**src/rtl/router_fsm_n.sv**
```systemverilog
// Packet-router control FSM for a 1xN router: header decode, payload load, full stall,
// parity load/check, bounded wait for an empty FIFO, and discard of invalid-address packets.
module router_fsm_n #(
   parameter int unsigned NUM_PORTS    = 3,
   parameter int unsigned ADDR_W       = 2,
   parameter int unsigned WAIT_TIMEOUT = 32
) (
   input  logic                 clock,
   input  logic                 resetn,
   input  logic                 pkt_valid,
   input  logic [ADDR_W-1:0]    data_in,
   input  logic                 fifo_full,
   input  logic [NUM_PORTS-1:0] fifo_empty,
   input  logic [NUM_PORTS-1:0] soft_reset,
   input  logic                 parity_done,
   input  logic                 low_packet_valid,
   output logic                 detect_add,
   output logic                 lfd_state,
   output logic                 ld_state,
   output logic                 full_state,
   output logic                 laf_state,
   output logic                 rst_int_reg,
   output logic                 write_enb_reg,
   output logic                 busy,
   output logic                 drop_state,
   output logic [ADDR_W-1:0]    cur_addr,
   output logic                 addr_err,
   output logic                 timeout_err
);

   localparam int unsigned CntW = (WAIT_TIMEOUT > 0) ? $clog2(WAIT_TIMEOUT + 1) : 1;
   localparam int unsigned PadW = (1 << ADDR_W) - NUM_PORTS;
   localparam logic [CntW-1:0]   CntLast   = CntW'((WAIT_TIMEOUT > 0) ? WAIT_TIMEOUT - 1 : 0);
   localparam logic [ADDR_W-1:0] NumPortsA = ADDR_W'(NUM_PORTS);

   typedef enum logic [3:0] {
      StDecode        = 4'd0,
      StLoadFirst     = 4'd1,
      StLoadData      = 4'd2,
      StFifoFull      = 4'd3,
      StLoadAfterFull = 4'd4,
      StLoadParity    = 4'd5,
      StCheckParity   = 4'd6,
      StWaitEmpty     = 4'd7,
      StDrop          = 4'd8
   } state_e;

   state_e              state_q, state_d, next_state;
   logic [ADDR_W-1:0]   cur_addr_q, cur_addr_d;
   logic [CntW-1:0]     wait_cnt_q, wait_cnt_d;
   logic                addr_err_q, addr_err_d;
   logic                timeout_err_q, timeout_err_d;
   logic                timeout_hit;

   // Zero-padded to the full address space so out-of-range addresses read as 0.
   logic [(1<<ADDR_W)-1:0] empty_pad, soft_pad;
   assign empty_pad = {{PadW{1'b0}}, fifo_empty};
   assign soft_pad  = {{PadW{1'b0}}, soft_reset};

   assign timeout_hit = (WAIT_TIMEOUT != 0) && (wait_cnt_q == CntLast);

   always_comb begin
      next_state = StDecode;
      case (state_q)
         StDecode: begin
            if (!pkt_valid)                   next_state = StDecode;
            else if (data_in >= NumPortsA)    next_state = StDrop;
            else if (empty_pad[data_in])      next_state = StLoadFirst;
            else                              next_state = StWaitEmpty;
         end
         StWaitEmpty: begin
            if (empty_pad[cur_addr_q])        next_state = StLoadFirst;
            else if (timeout_hit)             next_state = StDrop;
            else                              next_state = StWaitEmpty;
         end
         StLoadFirst:                         next_state = StLoadData;
         StLoadData: begin
            if (fifo_full)                    next_state = StFifoFull;
            else if (!pkt_valid)              next_state = StLoadParity;
            else                              next_state = StLoadData;
         end
         StFifoFull:       next_state = fifo_full ? StFifoFull : StLoadAfterFull;
         StLoadAfterFull: begin
            if (parity_done)                  next_state = StDecode;
            else if (low_packet_valid)        next_state = StLoadParity;
            else                              next_state = StLoadData;
         end
         StLoadParity:                        next_state = StCheckParity;
         StCheckParity:    next_state = fifo_full ? StFifoFull : StDecode;
         StDrop:           next_state = pkt_valid ? StDrop : StDecode;
         default:                             next_state = StDecode;
      endcase
   end

   always_comb begin
      state_d       = soft_pad[cur_addr_q] ? StDecode : next_state;
      cur_addr_d    = (state_q == StDecode && pkt_valid) ? data_in : cur_addr_q;
      // Counter holds the number of WAIT cycles already completed; 0 outside WAIT.
      wait_cnt_d    = '0;
      if (state_q == StWaitEmpty && state_d == StWaitEmpty) begin
         wait_cnt_d = (wait_cnt_q == CntLast) ? wait_cnt_q : wait_cnt_q + CntW'(1);
      end
      addr_err_d    = (state_q == StDecode)    && (state_d == StDrop);
      timeout_err_d = (state_q == StWaitEmpty) && (state_d == StDrop);
   end

   always_ff @(posedge clock) begin
      if (!resetn) begin
         state_q       <= StDecode;
         cur_addr_q    <= '1;
         wait_cnt_q    <= '0;
         addr_err_q    <= 1'b0;
         timeout_err_q <= 1'b0;
      end else begin
         state_q       <= state_d;
         cur_addr_q    <= cur_addr_d;
         wait_cnt_q    <= wait_cnt_d;
         addr_err_q    <= addr_err_d;
         timeout_err_q <= timeout_err_d;
      end
   end

   assign detect_add    = (state_q == StDecode);
   assign lfd_state     = (state_q == StLoadFirst);
   assign ld_state      = (state_q == StLoadData);
   assign full_state    = (state_q == StFifoFull);
   assign laf_state     = (state_q == StLoadAfterFull);
   assign rst_int_reg   = (state_q == StCheckParity);
   assign drop_state    = (state_q == StDrop);
   assign write_enb_reg = ld_state | laf_state | (state_q == StLoadParity);
   assign busy          = !(detect_add | ld_state | drop_state);
   assign cur_addr      = cur_addr_q;
   assign addr_err      = addr_err_q;
   assign timeout_err   = timeout_err_q;

endmodule

```
**config.mk**
```make
export PLATFORM = sky130hd
export DESIGN_NAME = router_fsm_n
export DESIGN_NICKNAME = d
export VERILOG_FILES = /design/src/rtl/router_fsm_n.sv
export SDC_FILE = /design/constraint.sdc
export NUM_CORES = 1
export LEC_CHECK = 0
export BUFFER_PORTS_ARGS = -buffer_cell sky130_fd_sc_hd__buf_4
export CAP_MARGIN = 20
export CORE_UTILIZATION = 48
export CTS_BUF_LIST = sky130_fd_sc_hd__clkbuf_8
export DETAILED_ROUTE_END_ITERATION = 16
export HOLD_SLACK_MARGIN = 0.1
export PLACE_DENSITY = 0.8
export SYNTH_ARGS = -nofsm -noshare
export SYNTH_HDL_FRONTEND = slang
export SYNTH_SLANG_ARGS = --single-unit
```
**constraint.sdc**
```tcl
create_clock -name clock -period 1.6 [get_ports clock]
set_input_delay 0 -clock clock [delete_from_list [all_inputs] [get_ports clock]]
set_output_delay 0 -clock clock [all_outputs]
set_load 0.05 [all_outputs]
```
==> results of run 1 <==
==> cell families (layout without fill, tap and decap cells) <==
logic type	Yosys count	count (layout)	synth area share
adder cells (fa/ha/maj)	1	1	0.0135
buffers and inverters	7	49	0.0297
XOR/XNOR	2	2	0.0189
AO/OA/AOI/OAI	20	20	0.198
AND/OR/NAND/NOR	59	59	0.362
multiplexers	7	7	0.0756
flip-flops	14	14	0.302
==> placed cells by master, fill, tap and decap left out, types with 3 or more instances in the layout <==
cell type and instances:
clkbuf_8 4, inv_1 3, nand3_1 9, nor3_2 3, nand2b_1 5, nor2_1 13, nand2_1 7, mux2i_1 7
dlygate4sd3_1 4, dfxtp_1 8, dfxtp_2 5, o21ai_0 4, buf_4 38
==> where the power goes <==
group          leakage, uW  total, uW  switching (uW)  internal, uW
clock            0.0000288        350             131           218
combinational     0.000431        789             469           320
sequential        0.000116        442            59.5           382
==> worst paths after layout <==
check        slack [ns]  depth (start not counted)             to             start
max reg2reg       0.007                          5  wait_cnt_q[5]        state_q[3]
min reg2reg        0.55                          2    cur_addr[1]       cur_addr[1]
max               0.007                          5  wait_cnt_q[5]        state_q[3]
min                0.23                          4     state_q[0]  low_packet_valid
==> stage by stage <==
stage	cells	utilization	setup WS (ns)	setup TNS, ns	hold slack (ns)
after floorplan	110	-	-0.227	-1.43	0.0718
after global placement	169	0.725	0.0734	0	0.206
after detailed placement	169	0.725	0.0377	0	0.214
after CTS	177	0.779	0.00774	0	0.184
after global routing	177	0.805	-0.0520	-0.109	0.264
final	177	0.805	0.00725	0	0.227
==> timing repair <==
item | CTS | global route
hold endpoints to repair | 2 | 0
setup endpoints to repair | 0 | 9
hold buffers | 4 | 0
resized for setup | 0 | 11
==> layout make-up <==
cell class                 instances  share of cell area
timing repair buffer              42               0.229
tap                               25              0.0220
sequential                        14               0.204
clock buffer                       4              0.0388
inverter                           3             0.00793
multi-input combinational         89               0.498
==> flip-flops by register name (all words and copies together) (netlist names) <==
signal and cells:
wait_cnt_q 6, state_q 4, cur_addr 2, addr_err 1, timeout_err 1
==> worst reg2reg max path, delay by kind of cell (launching register included) <==
family           cells  cell delay, ns
AO/OA/AOI/OAI        3            0.44
AND/OR/NAND/NOR      2            0.71
flip-flops           1            0.35
==> per-layer routing <==
layer | track usage | up-vias | wire [um]
met5 | 0 | - | 0
met4 | 0.135 | 0 | 48
met3 | 0.0595 | 6 | 103
met2 | 0.493 | 31 | 1440
met1 | 0.313 | 473 | 1110
li1 | - | 494 | -
==> cells in the mapped netlist (2+ instances only) <==
cell	n
nor3_1	6
nor2_1	13
nand3_1	9
nand2b_1	5
dfxtp_1	14
a211oi_1	2
nand2_1	9
a21o_1	2
o211ai_1	2
nor4_1	3
nand3b_1	2
o21ai_0	4
inv_1	3
mux2i_1	7
clkbuf_1	3
==> impl_metrics.toml, run 1 <==
[timing]
rsz0062_at_grt = "true"
slew_violations = 0
setup_viol = 0
post-route-period-util = 0.995
fmaxAchievable_mhz = 628
fin_skew_ns = 0.00319
tightestPinTransition_ns = 0.344
finalWorstPathRequiredPeriod_ns = 1.59
max_slew_margin = 0.769
hold_viol_final = 0

[detailed_routing]
via_per_inst = 5.67
via_count = 1004
drtIter0Drc = 18
wl_per_cell_um = 15.3
routed_wl_um = 2710
drt_pass1_iterations = 4
drcViolationCount = 0
detail-route-antenna-nets = 0

[placed_design]
portBuffers = 26
gp_congestion = 0.806
hpwl_um = 1910
placed_area_um2 = 1280

[logic_synthesis]
synthFlopType = "dfxtp_1"
synth_edf_count = 0
synthesis.area_um2 = 927
ys_seq_area_frac = 0.302
avgSynthCellArea_um2 = 8.43
yosysWarningCount = 0
synth_cell_types = 41
synth_top_area_frac = 0.302
ys_async_sr_fraction = 0
syn_inst = 110
synth_top_cell_by_area = "dfxtp_1"
synth.area.top_cells = "dfxtp_1 (30%), mux2i_1 (7.6%), nor2_1 (5.3%)"
synth_seq_cells = 14
synthesis.nets = 125

[global_route]
grt_pass1_vias = 941
grt_max_degree = 15
grt_pass1_wl_um = 4140
track_usage = 0.280
overflow = 0
antenna_found_initial = 0

[worst_setup_path]
crit_type = "reg -> reg"
crit_path_max_incr_delay_ns = 0.51
path_max_fanout = 6
endpoint_kind = "flop"
required_ns = 1.75
crit_buf_inv = 0
worst_ep_arrival_time_ns = 1.74
cp_slowest_cell = "or4_4"
crit_family = "simple AND/OR/NAND/NOR gates"
worstPathCellList = "nand2b_2 -> or4_4 -> o211ai_4 -> a21oi_4 -> a2111oi_4"
cp-start-kind = "flop"

[finish]
n_fill_cell = 131
seqCellArea_um2 = 290
fin_area_um2 = 1420
fin_nets = 168
drive_gt1_frac = 0.441
diodes = 0
area_delta_synth_final_pct = 53.2
multiInputGateArea_um2 = 707

[pwr]
p_leak_uw = 0.000576
ir_drop_uv = 794
cellPowerDensity_nw_per_um2 = 1110
finalPower_uw = 1580

[clocking]
post_cts.repair.setup_buffers = 0
ctsLongestPathBuffers = 2
clk_latency_ns = 0.25
cts-root-buf = "clkbuf_8"
cts_sinks = 14
htree_num_levels = 1
cts_tree = "built"
path_clk_slew_ns = 0.06
numCtsBuffers = 3

[floorplanning]
start_util = 0.526
die_height_um = 46.0
io-pin-count = 27
coreArea_um2 = 1760
die_w_um = 46.0
die_area_um2 = 2110
rows = 15

[flow_run]
drv_cap = 0

[hold_path]
hold_path.class = "in -> reg"

[status]
status = "finished, final reports clean"
Note: power is estimated with default switching activity, not from simulation.
==> run 2, diff against run 1 <==
--- a/config.mk
+++ b/config.mk
@@ -5,7 +5,7 @@
 export SDC_FILE = /design/constraint.sdc
 export NUM_CORES = 1
 export LEC_CHECK = 0
-export BUFFER_PORTS_ARGS = -buffer_cell sky130_fd_sc_hd__buf_4
+export BUFFER_PORTS_ARGS = -buffer_cell sky130_fd_sc_hd__buf_2
 export CAP_MARGIN = 20
 export CORE_UTILIZATION = 48
 export CTS_BUF_LIST = sky130_fd_sc_hd__clkbuf_8
==> run 2 against run 1 <==
The run now ends with setup timing left. Hold slack lost 0.099 ns. Non-clock buffer count grew 3. Clock-buffer cell count is the same. Critical path type unchanged. Largest power group unchanged.
==> impl_metrics.toml, run 2 (synthesis results as in run 1) <==
[status]
status = "finished, violations left"
violations = "setup timing"

[global_route]
track_usage = 0.274
grt_pass1_vias = 937
antenna_found_initial = 0
grt_max_degree = 15
grt_pass1_wl_um = 4110
overflow = 0

[pwr]
p_leak_uw = 0.000578
ir_drop_uv = 1080
cellPowerDensity_nw_per_um2 = 1130

[detailed_routing]
drcViolationCount = 0
wl_per_cell_um = 15.7
via_per_inst = 5.74
detail-route-antenna-nets = 0
via_count = 1034
drt_pass1_iterations = 4
drtIter0Drc = 26
routed_wl_um = 2820

[clocking]
numCtsBuffers = 3
htree_num_levels = 1
cts-root-buf = "clkbuf_8"
path_clk_slew_ns = 0.06
ctsLongestPathBuffers = 2
clk_latency_ns = 0.25
cts_tree = "built"
cts_sinks = 14

[timing]
tightestPinTransition_ns = 0.403
finalWorstPathRequiredPeriod_ns = 1.61
max_slew_margin = 0.730
rsz0062_at_grt = "true"
post-route-period-util = 1.01
fin_skew_ns = 0.00179
setup_tns_ns = -0.0126
hold_viol_final = 0
holdWs_ns = 0.128
fmaxAchievable_mhz = 620
setup_viol = 1
finalWorstSetupSlack_ns = -0.0126
slew_violations = 0

[placed_design]
gp_congestion = 0.785
hpwl_um = 1760
portBuffers = 26

[floorplanning]
coreArea_um2 = 1760
die_w_um = 46.0
io-pin-count = 27
die_area_um2 = 2110
start_util = 0.526
rows = 15
die_height_um = 46.0

[flow_run]
drv_cap = 0

[hold_path]
hold_path.class = "in -> reg"

[finish]
largest_reg_flops = 6
final_cell_mix = "buf_2 (26), buf_4 (15), nor2_1 (13)"
final_common_cell = "buf_2"
regMostFlops = "wait_cnt_q"
fin_nets = 171
drive_gt1_frac = 0.452
diodes = 0
area_delta_synth_final_pct = 48.9

[worst_setup_path]
worst_ep_arrival_time_ns = 1.76
path_max_fanout = 6
required_ns = 1.75
ff2ff_setup_slack_ns = -0.01
crit_type = "reg -> reg"
endpoint_kind = "flop"
cp-start-kind = "flop"
==> run 2: path summary, 6_finish.rpt <==
kind	end	startpoint	cells after the start
max	wait_cnt_q[5]	state_q[2]	6
max reg2reg	wait_cnt_q[5]	state_q[2]	6
min	cur_addr[1]	pkt_valid	3
min reg2reg	state_q[2]	state_q[3]	1
==> run 2: through the flow <==
stage                     worst slack, ns  cells  power [uW]  utilization  instance area (um^2)
after floorplan                    -0.227    110         945            -                   978
after global placement             0.0725    168        1130        0.684                  1210
after detailed placement         -0.00306    168        1140        0.684                  1210
after CTS                          0.0327    175        1490        0.735                  1300
after global routing              -0.0819    180        1630        0.782                  1380
final                             -0.0126    180        1570        0.782                  1380
==> run 2: per-layer routing <==
metal	vias up	global-route usage	wire length (um)
met2	54	0.476	1440
met3	10	0.0357	156
li1	495	-	-
met5	-	0	0
met1	475	0.321	1130
met4	0	0.141	99
==> run 2: cell type report <==
type                       instances  area, um^2
inverter                           3        11.3
tap                               25        31.3
clock buffer                       4        55.1
sequential                        14         297
multi-input combinational         89         702
timing repair buffer              45         284
fill                             127         384
==> run 2: where the power goes <==
group	internal [uW]	total, uW	leakage [uW]	switching, uW
Clock	218	349	0.0000288	130
Combinational	300	777	0.000433	476
Sequential	384	440	0.000116	56.8
==> run 2: critical path, stage by stage (launching register included) <==
cell	delay (ns)
dfxtp_4	0.36
buf_6	0.13
nor2b_1	0.11
o21bai_1	0.09
a311oi_2	0.41
a21oi_4	0.15
a2111oi_4	0.28
==> run 2: timing repair <==
| action | 4_1_cts | 5_1_grt |
|---|---|---|
| hold buffers | 3 | 0 |
| pin swaps | 0 | 6 |
| endpoints found under the hold margin | 2 | 0 |
| gates resized for setup | 2 | 12 |
| setup endpoints to repair | 2 | 10 |
| setup buffers | 0 | 5 |
==> run 3, diff against run 2 <==
--- a/config.mk
+++ b/config.mk
@@ -5,9 +5,10 @@
 export SDC_FILE = /design/constraint.sdc
 export NUM_CORES = 1
 export LEC_CHECK = 0
+export ABC_AREA = 1
 export BUFFER_PORTS_ARGS = -buffer_cell sky130_fd_sc_hd__buf_2
 export CAP_MARGIN = 20
-export CORE_UTILIZATION = 48
+export CORE_UTILIZATION = 49
 export CTS_BUF_LIST = sky130_fd_sc_hd__clkbuf_8
 export DETAILED_ROUTE_END_ITERATION = 16
 export HOLD_SLACK_MARGIN = 0.1
==> run 3 against run 2 <==
The run now ends clean. Critical path depth grew 1. Sequential power is essentially flat. Cell area decreased by 4.4%. Critical endpoint unchanged. Cell count rose by 27%. Area after synthesis rose by 14%. Highest routed layer unchanged. Core utilization down 12 points.
==> impl_metrics.toml, run 3 <==
[detailed_routing]
drt_pass1_iterations = 6
drcViolationCount = 0
via_count = 1152
drtIter0Drc = 28
via_per_inst = 5.03
routed_wl_um = 2550
wl_per_cell_um = 11.1
detail-route-antenna-nets = 0

[clocking]
ctsLongestPathBuffers = 2
cts_tree = "built"
htree_num_levels = 1
numCtsBuffers = 3
cts_sinks = 14
clk_latency_ns = 0.24
cts-root-buf = "clkbuf_8"
path_clk_slew_ns = 0.05
post_cts.repair.setup_buffers = 0

[logic_synthesis]
yosysWarningCount = 0
syn_inst = 170
synth.area.top_cells = "dfxtp_1 (27%), nand2_1 (16%), inv_1 (9.3%)"
ys_async_sr_fraction = 0
synthFlopType = "dfxtp_1"
synthesis.nets = 185
synth_edf_count = 0
avgSynthCellArea_um2 = 6.20
post-synth-top-count-cell = "nand2_1"
synth_seq_cells = 14
synth_top_cell_by_area = "dfxtp_1"
synth_cell_types = 25
synthesis.area_um2 = 1050
yosys-top-cells-count = "nand2_1 (46), inv_1 (26), nor2_1 (20)"
synth_top_area_frac = 0.266
ys_seq_area_frac = 0.266

[worst_setup_path]
cp-start-kind = "flop"
crit_type = "reg -> reg"
required_ns = 1.73
worst_ep_arrival_time_ns = 1.63
path_max_fanout = 6
endpoint_kind = "flop"

[timing]
fin_skew_ns = 0.00243
setup_viol = 0
slew_violations = 0
holdWs_ns = 0.129
tightestPinTransition_ns = 0.282
hold_viol_final = 0
finalWorstPathRequiredPeriod_ns = 1.50
fmaxAchievable_mhz = 666
rsz0062_at_grt = "false"
max_slew_margin = 0.811
post-route-period-util = 0.938

[floorplanning]
start_util = 0.527
die_height_um = 48.4
coreArea_um2 = 2000
io-pin-count = 27
die_area_um2 = 2340
rows = 16
die_w_um = 48.4

[placed_design]
hpwl_um = 2020
gp_congestion = 0.888
portBuffers = 26
placed_area_um2 = 1230

[pwr]
finalPower_uw = 1430
ir_drop_uv = 695
p_leak_uw = 0.000710
cellPowerDensity_nw_per_um2 = 1090

[finish]
fin_nets = 219
drive_gt1_frac = 0.297
diodes = 0
n_fill_cell = 174
seqCellArea_um2 = 285
final_common_cell = "nand2_1"
final_cell_mix = "nand2_1 (46), inv_1 (26), buf_2 (26)"
area_delta_synth_final_pct = 25.0
largest_reg_flops = 6
multiInputGateArea_um2 = 688
fin_area_um2 = 1320
final_util = 0.659
regMostFlops = "wait_cnt_q"

[hold_path]
hold_path.class = "in -> reg"

[global_route]
grt_pass1_wl_um = 4190
antenna_found_initial = 0
track_usage = 0.226
grt_pass1_vias = 1029
overflow = 0
grt_max_degree = 10

[status]
status = "finished, final reports clean"

[flow_run]
drv_cap = 0
[run 3: cell count changes in the layout (fill, tap and decap cells not counted), sizes merged, moves of 5 or more]
cell    delta
nand2b     -6
inv       +25
buf       -14
mux2i      -7
nand2     +39
nor2      +14
nand3     +10
nor3       +5
[run 3: layout make-up]
cell class | instances | area share
inverter | 28 | 0.0797
tap | 27 | 0.0256
timing repair buffer | 30 | 0.125
sequential | 14 | 0.216
multi-input combinational | 127 | 0.522
clock buffer | 3 | 0.0313
[run 3: logic make-up after synthesis]
kind of cell               share of synthesized area
and+or+nand+nor                                0.529
adders and majority gates                     0.0119
DFF                                            0.266
buffers and inverters                          0.107
AOI/OAI and AO/OA                             0.0700
xor gates and xnor gates                      0.0166
[run 3: layer usage]
layer | part of all wire | global-route usage | up-vias | wire length (um)
met5 | 0 | 0 | - | 0
met4 | 0.011 | 0.0784 | 0 | 29
met3 | 0.055 | 0.0692 | 5 | 140
met2 | 0.46 | 0.376 | 45 | 1170
met1 | 0.47 | 0.277 | 496 | 1210
li1 | - | - | 606 | -
[run 3: power by group]
part	leakage [uW]	internal (uW)	switching, uW	total (uW)
combinational	0.000572	183	534	717
clock	0.0000216	166	111	277
sequential	0.000116	383	56.8	440
total	0.000710	732	703	1430
[run 3: critical path, stage by stage, from the launching register on]
cell and delay [ns]:
dfxtp_1 0.46, inv_2 0.12, nand3_1 0.11, nand2_1 0.05, nor3_1 0.27, nand2_1 0.16
nand2_4 0.15, nor3_2 0.06
[run 3: worst paths after layout]
kind / startpoint / endpoint / slack, ns / depth (start not counted)
min reg2reg: wait_cnt_q[1] / wait_cnt_q[1] / 0.59 / 4
max: state_q[3] / wait_cnt_q[5] / 0.1 / 7
min: resetn / state_q[2] / 0.13 / 3
max reg2reg: state_q[3] / wait_cnt_q[5] / 0.1 / 7
[run 3: repair_timing]
action,in CTS,in global routing
hold buffers,2,0
hold endpoints to repair,2,0
gates resized for setup,0,9
endpoints found under the setup margin,0,8
[run 3: metrics by stage]
stage	cells	setup slack, ns	setup TNS [ns]
after CTS	229	0.0702	0
final	229	0.0984	0
after global placement	224	0.111	0
after floorplan	170	-0.0196	-0.0196
after detailed placement	224	0.0782	0
after global routing	229	0.0106	0
